## src/rtl/sequential_divider_signed.sv

```systemverilog
// Iterative signed divider: restoring division on operand magnitudes, one quotient
// bit per clock, then a one-cycle sign fix-up. The quotient truncates toward zero.
module sequential_divider_signed #(
  parameter int DATA_WIDTH_A = 8,
  parameter int DATA_WIDTH_B = 8
) (
  input  logic                           i_clk,
  input  logic                           i_nrst,
  input  logic signed [DATA_WIDTH_A-1:0] i_a,
  input  logic signed [DATA_WIDTH_B-1:0] i_b,
  input  logic                           i_valid,
  output logic                           o_accept,
  output logic signed [DATA_WIDTH_A-1:0] o_q,
  output logic signed [DATA_WIDTH_B-1:0] o_r,
  output logic                           o_valid,
  output logic                           o_dbz
);
  localparam int CNT_W = $clog2(DATA_WIDTH_A);
  localparam logic [CNT_W-1:0] CNT_LOAD = CNT_W'(DATA_WIDTH_A - 1);

  typedef enum logic [1:0] {IDLE, CALC, FIX} state_t;
  state_t state, state_nx;

  // dvd starts as |a|; quotient bits shift in at the bottom as dividend bits leave the top
  logic [DATA_WIDTH_A-1:0] dvd;
  logic [DATA_WIDTH_B-1:0] dvs;
  logic [DATA_WIDTH_B:0]   rem;
  logic [CNT_W-1:0]        cnt;
  logic                    sign_q;
  logic                    sign_r;
  logic                    dbz;
  logic [DATA_WIDTH_B:0]   rem_sh;
  logic [DATA_WIDTH_B+1:0] trial;

  function automatic logic [DATA_WIDTH_A-1:0] neg_a(input logic [DATA_WIDTH_A-1:0] v,
                                                    input logic neg);
    return neg ? -v : v;
  endfunction

  function automatic logic [DATA_WIDTH_B-1:0] neg_b(input logic [DATA_WIDTH_B-1:0] v,
                                                    input logic neg);
    return neg ? -v : v;
  endfunction

  assign o_accept = (state == IDLE);
  assign rem_sh   = {rem[DATA_WIDTH_B-1:0], dvd[DATA_WIDTH_A-1]};
  assign trial    = {1'b0, rem_sh} - {2'b00, dvs};

  always_ff @(posedge i_clk or negedge i_nrst) begin
    if (!i_nrst) state <= IDLE;
    else         state <= state_nx;
  end

  always_comb begin
    state_nx = state;
    case (state)
      IDLE:    if (i_valid) state_nx = CALC;
      CALC:    if (cnt == '0) state_nx = FIX;
      FIX:     state_nx = IDLE;
      default: state_nx = IDLE;
    endcase
  end

  always_ff @(posedge i_clk or negedge i_nrst) begin
    if (!i_nrst) begin
      dvd     <= '0;
      dvs     <= '0;
      rem     <= '0;
      cnt     <= '0;
      sign_q  <= 1'b0;
      sign_r  <= 1'b0;
      dbz     <= 1'b0;
      o_q     <= '0;
      o_r     <= '0;
      o_dbz   <= 1'b0;
      o_valid <= 1'b0;
    end else begin
      o_valid <= 1'b0;
      case (state)
        IDLE: if (i_valid) begin
          dvd    <= neg_a(i_a, i_a[DATA_WIDTH_A-1]);
          dvs    <= neg_b(i_b, i_b[DATA_WIDTH_B-1]);
          sign_q <= i_a[DATA_WIDTH_A-1] ^ i_b[DATA_WIDTH_B-1];
          sign_r <= i_a[DATA_WIDTH_A-1];
          dbz    <= (i_b == '0);
          rem    <= '0;
          cnt    <= CNT_LOAD;
        end
        CALC: begin
          // negative trial difference means |b| did not fit: restore and shift in 0
          if (!trial[DATA_WIDTH_B+1]) begin
            rem <= trial[DATA_WIDTH_B:0];
            dvd <= {dvd[DATA_WIDTH_A-2:0], 1'b1};
          end else begin
            rem <= rem_sh;
            dvd <= {dvd[DATA_WIDTH_A-2:0], 1'b0};
          end
          cnt <= cnt - CNT_W'(1);
        end
        FIX: begin
          o_q     <= dbz ? '1 : neg_a(dvd, sign_q);
          o_r     <= dbz ? '0 : neg_b(rem[DATA_WIDTH_B-1:0], sign_r);
          o_dbz   <= dbz;
          o_valid <= 1'b1;
        end
        default: ;
      endcase
    end
  end
endmodule

```

## config.mk

```make
export PLATFORM = sky130hd
export DESIGN_NAME = sequential_divider_signed
export DESIGN_NICKNAME = d
export VERILOG_FILES = /design/src/rtl/sequential_divider_signed.sv
export SDC_FILE = /design/constraint.sdc
export NUM_CORES = 1
export LEC_CHECK = 0
export CAP_MARGIN = 5
export CORE_ASPECT_RATIO = 1.1
export CORE_MARGIN = 2
export CORE_UTILIZATION = 55
export DETAILED_ROUTE_END_ITERATION = 6
export HOLD_SLACK_MARGIN = 0.08
export PLACE_DENSITY = 0.8
export RECOVER_POWER = 25
export SETUP_SLACK_MARGIN = 0.02
export SYNTH_ARGS = -nofsm -noshare
export SYNTH_HDL_FRONTEND = slang
export SYNTH_SLANG_ARGS = --single-unit
```

## constraint.sdc

```tcl
create_clock -name i_clk -period 2.28 [get_ports i_clk]
set_input_delay 0.228 -clock i_clk [delete_from_list [all_inputs] [get_ports i_clk]]
set_output_delay 0.228 -clock i_clk [all_outputs]
set_load 0.005 [all_outputs]
```

Word-level counts from Yosys, hierarchy flattened
Index checks and enable logic that the tools add are counted.
Widths: inputs -> output; s select.

word-level totals
  bits in registers = 50
  input bits = 19
  output and inout bits = 19

cells by class
  add/subtract/negate cells = 6
  bitwise gates (word level) = 1
  mux-type cells = 18
  reductions and logical operators = 7
  equal/unequal tests = 4

operator list
  operator             count
  $mux 8               9
  $neg 8->8            4
  $pmux 8 s2           2
  $sub 9x8->10         1
  $logic_not 8->1      1
  $pmux 3 s2           1
  $reduce_and 2->1     3
  $mux 2               2
  $ne 2x2->1 const B   2
  $pmux 2 s2           1
  $logic_not 3->1      1
  $mux 3               1
  $sub 3x1->3 const B  1
  $eq 2x1->1 const B   1
  $eq 2x2->1 const B   1
  $logic_not 2->1      1
  $mux 1               2
  $reduce_bool 2->1    1
  $xor 1x1->1          1

Logic depth before layout (Yosys ltp)
  depth in word-level cells = 4
  depth in mapped cells = 9
  gate-level depth less buffers = 9

Worst setup path after synthesis
OpenSTA, ideal clock, no wires.

  kind = reg-to-reg
  start = register dvd[7]
  end = register rem[6]
  data required time = 2150 ps
  cell stages (with the launch flop) = 10
  path buffers = 0
  setup slack = 389 ps
  data arrival time = 1761 ps
  clock period less this slack = 1891 ps
  cells stage by stage = dfrtp_1 inv_1 ha_1 inv_1 fa_1 a211oi_1 o21bai_1 a21oi_1 xor2_1 o21ai_0

between the ends
  cells in the longest elaborated chain, start to end = 3

ends and longest elaborated chain
  what                    RTL line  text
  from (decl)             25        logic [DATA_WIDTH_A-1:0] dvd;
  from (signal assigned)  81        dvd <= neg_a(i_a, i_a[DATA_WIDTH_A-1]);
  from (signal assigned)  93        dvd <= {dvd[DATA_WIDTH_A-2:0], 1'b1};
  from (signal assigned)  96        dvd <= {dvd[DATA_WIDTH_A-2:0], 1'b0};
  $sub 9x8->10            47        assign trial = {1'b0, rem_sh} - {2'b00, dvs};
  $mux 8                  91        if (!trial[DATA_WIDTH_B+1]) begin
  $pmux 8 s2              79        case (state)
  to (signal assigned)    92        rem <= trial[DATA_WIDTH_B:0];
  to (signal assigned)    95        rem <= rem_sh;
  to (decl)               27        logic [DATA_WIDTH_B:0] rem;

No other way between the ends.
A chain may end at the register's enable or synchronous reset.

Worst setup path after layout
Ends and elaborated chain as after synthesis.

==> results.yml <==
clock_tree:
  cts.htree.levels: 2
  tritoncts_clock_tree: "done"
  clock_root_buffer: "clkbuf_8"
  cts.clk_slew.worst_paths_ns: 0.09
  clock_path_buffers: 2
  clock_insertion_delay_at_the_later_pin_of_the_skew_report_ns: 0.30
  postCtsSetupBuffers: 0
  clock-sinks: 50
  cts_buffers: 5
routing:
  drt_iter0_drc: 121
  drt_pass_1_iters: 4
  routed_via_density: 5.610
  post-route-drc-count: 0
  detail_route.wl_per_cell_um: 14.35
  route.antenna.remaining_nets: 0
  dr_total_vias: 2328
  drt_wl_total_mm: 5.957
placement:
  setup_slack_placement_ns: 0.2151
  gp_congestion: 0.8938
  post_place_instance_area_um2: 3347
  io_buffers: 37
  detailedPlacementHpwl_mm: 4.536
sta:
  slew_headroom_pct: 20.72
  transition_time_at_the_pin_with_the_least_slew_margin_ns: 1.189
  max_clock_freq_ghz: 0.4788
  finalSetupViolCount: 0
  fin_tns_setup_ns: 0
  grt_setup_unrepaired: "false"
  clock_skew_ns: 0.006788
  final_max_slew_viol_count: 0
  hold_fails_final_rpt: 0
  timing.final.crit_period_ns: 2.089
  period_utilisation_layout_pct: 91.61
  fin_ws_ns: 0.1914
global_route:
  globalRouteMet3Util_pct: 5.019
  grt_use_met2_pct: 37.12
  pin_count_of_the_biggest_net_entering_global_routing: 51
  grt_pass1_wl_mm: 10.12
  grt_antenna_before_repair: 0
  via_count_of_the_first_global_routing_pass: 2201
  globalRoute.busiestLayer: "met2"
  grt_util_met1_pct: 28.38
  overflow: 0
  gr-usage-all-layers_pct: 22.13
power_and_ir_drop:
  vdd_drop_max_mv: 0.6594
  powerDensity_nw_per_um2: 1384
  cellLeakagePower_nw: 1.562
worst_setup_path:
  arrival_ns: 2.26
  r2r_slack_ns: 0.19
  worst-endpoint-required_ns: 2.45
  worst-path-max-fanout: 4
  critPathCaptureType: "flip-flop"
  setup.worst_path.class: "reg -> reg"
  critPathLaunchType: "flip-flop"
cells_and_area:
  num-nets-final: 391
  fin_util_pct: 68.42
  final_area_um2: 3467
  drive_gt1_share_pct: 6.162
  syn2layout_area_growth_pct: 18.93
  antenna-diode-count: 0
synth:
  syn_area_um2: 2915
  synthesized_netlist_cell_count: 319
  synth-seq-area-share_pct: 42.92
  synth_seq_cells: 50
  yosysWarnings: 0
  synth.avg_cell_area_um2: 9.139
  post_synth_num_cell_types: 44
  synth.net_count: 353
floorplanning:
  die_height_um: 80.36
  core_um2: 5067
  die_area_um2: 5900
  placementRows: 27
  die_w_um: 73.42
  initial_utilization_pct: 57.53
  design.portCount: 38
flow_run:
  max_cap_violations: 0
min_path:
  hold_path_class: "reg -> reg"
status:
  run_status: "completed"
==> registers in the layout, summed over array words and instances (netlist names), 2 cells and up <==
| name | flops |
|---|---|
| rem | 8 |
| dvd | 8 |
| cnt | 3 |
| o_r | 8 |
| dvs | 8 |
| state | 2 |
| o_q | 8 |
==> area by class of cell <==
class,instances,area [µm²]
tap,58,72.57
multi-input combinational,231,1515
timing repair buffer,45,425.4
clock inverter,1,30.03
inverter,24,90.09
clock buffer,6,82.58
sequential,50,1251
fill,405,1600
==> layer usage <==
metal / wire (µm) / vias to the layer above
li1: - / 1175
met1: 2685 / 1077
met2: 2908 / 67
met3: 273 / 9
met4: 90 / 0
met5: 0 / -
==> synthesized netlist by cell type, drive strengths merged <==
library cell	number	area share, %
dfrtp	50	43
nand2	50	6.4
o21ai	31	5.3
inv	24	3.1
nor2	19	2.4
xnor2	16	4.8
ha	14	6.0
xor2	12	3.6
o31ai	11	3.3
a21oi	10	1.7
clkbuf	10	1.3
nand2b	8	1.7
a22oi	6	1.5
mux2i	6	2.1
a22o	5	1.5
a32oi	5	1.5
or3	5	1.2
buf	4	0.73
nand3	4	0.69
and2	3	0.64
nor2b	3	0.64
nor4	3	0.64
a211oi	2	0.51
a21boi	2	0.51
a31o	2	0.60
a32o	2	0.69
o41ai	2	0.86
a21o	1	0.26
a31oi	1	0.21
fa	1	0.69
nor3	1	0.17
nor4b	1	0.30
o21a	1	0.26
o21bai	1	0.26
o221ai	1	0.30
o311ai	1	0.30
or2	1	0.21
==> logic make-up after synthesis <==
logic type               Yosys count  synth area share, %
AND/OR/NAND/NOR                   98                15.15
buffers and inverters             38                5.107
multiplexers                       6                2.060
AO/OA/AOI/OAI                     84                19.66
XOR/XNOR                          28                8.412
adder cells (fa/ha/maj)           15                6.695
flip-flops                        50                42.92
==> power breakdown <==
part           leakage (nW)  internal, W  switching (W)
Sequential            0.628      0.00127       0.000375
Clock                0.0573     0.000351       0.000282
Combinational         0.877      0.00124        0.00127
Total                  1.56      0.00287        0.00193
==> path summary, 6_finish.rpt <==
path                          end  cells after the start  startpoint
hold reg to reg            o_q[5]                      2      o_q[5]
setup / recovery           rem[6]                      9      dvd[7]
hold / removal             o_q[5]                      2      o_q[5]
min in group asynchronous  o_r[7]                      3      i_nrst
setup reg to reg           rem[6]                      9      dvd[7]
max in group asynchronous  rem[6]                      3      i_nrst
==> metrics by stage <==
| stage | cells | hold WS, ns | power [W] |
|---|---|---|---|
| floorplan | 319 | -0.06759 | 0.003415 |
| global placement | 407 | 0.3632 | 0.004111 |
| detailed placement | 407 | 0.3651 | 0.004183 |
| CTS | 415 | 0.4859 | 0.004827 |
| global route | 415 | 0.5154 | 0.005249 |
| finish | 415 | 0.4805 | 0.004798 |
==> worst max-delay path: stages, from the launching register on <==
cell	delay, ns
dfrtp_1	0.44
inv_1	0.08
ha_1	0.15
inv_1	0.05
fa_1	0.40
a211oi_1	0.31
o21bai_1	0.12
a21oi_1	0.18
xor2_1	0.15
o21ai_0	0.10
==> cell usage in the layout (no fill, tap or decap), types with 8 or more instances in the layout <==
master,instances
xor2_1,12
a21oi_1,10
ha_1,14
nand2_1,50
nand2b_1,8
inv_1,23
xnor2_1,16
dfrtp_1,50
o21ai_0,27
o31ai_1,10
nor2_1,19
clkdlybuf4s50_1,36
==> timing repair <==
item,4_1_cts,5_1_grt
hold buffers,1,0
hold endpoints to repair,50,0
resized for setup,0,0
(Power assumes the default switching activity.)
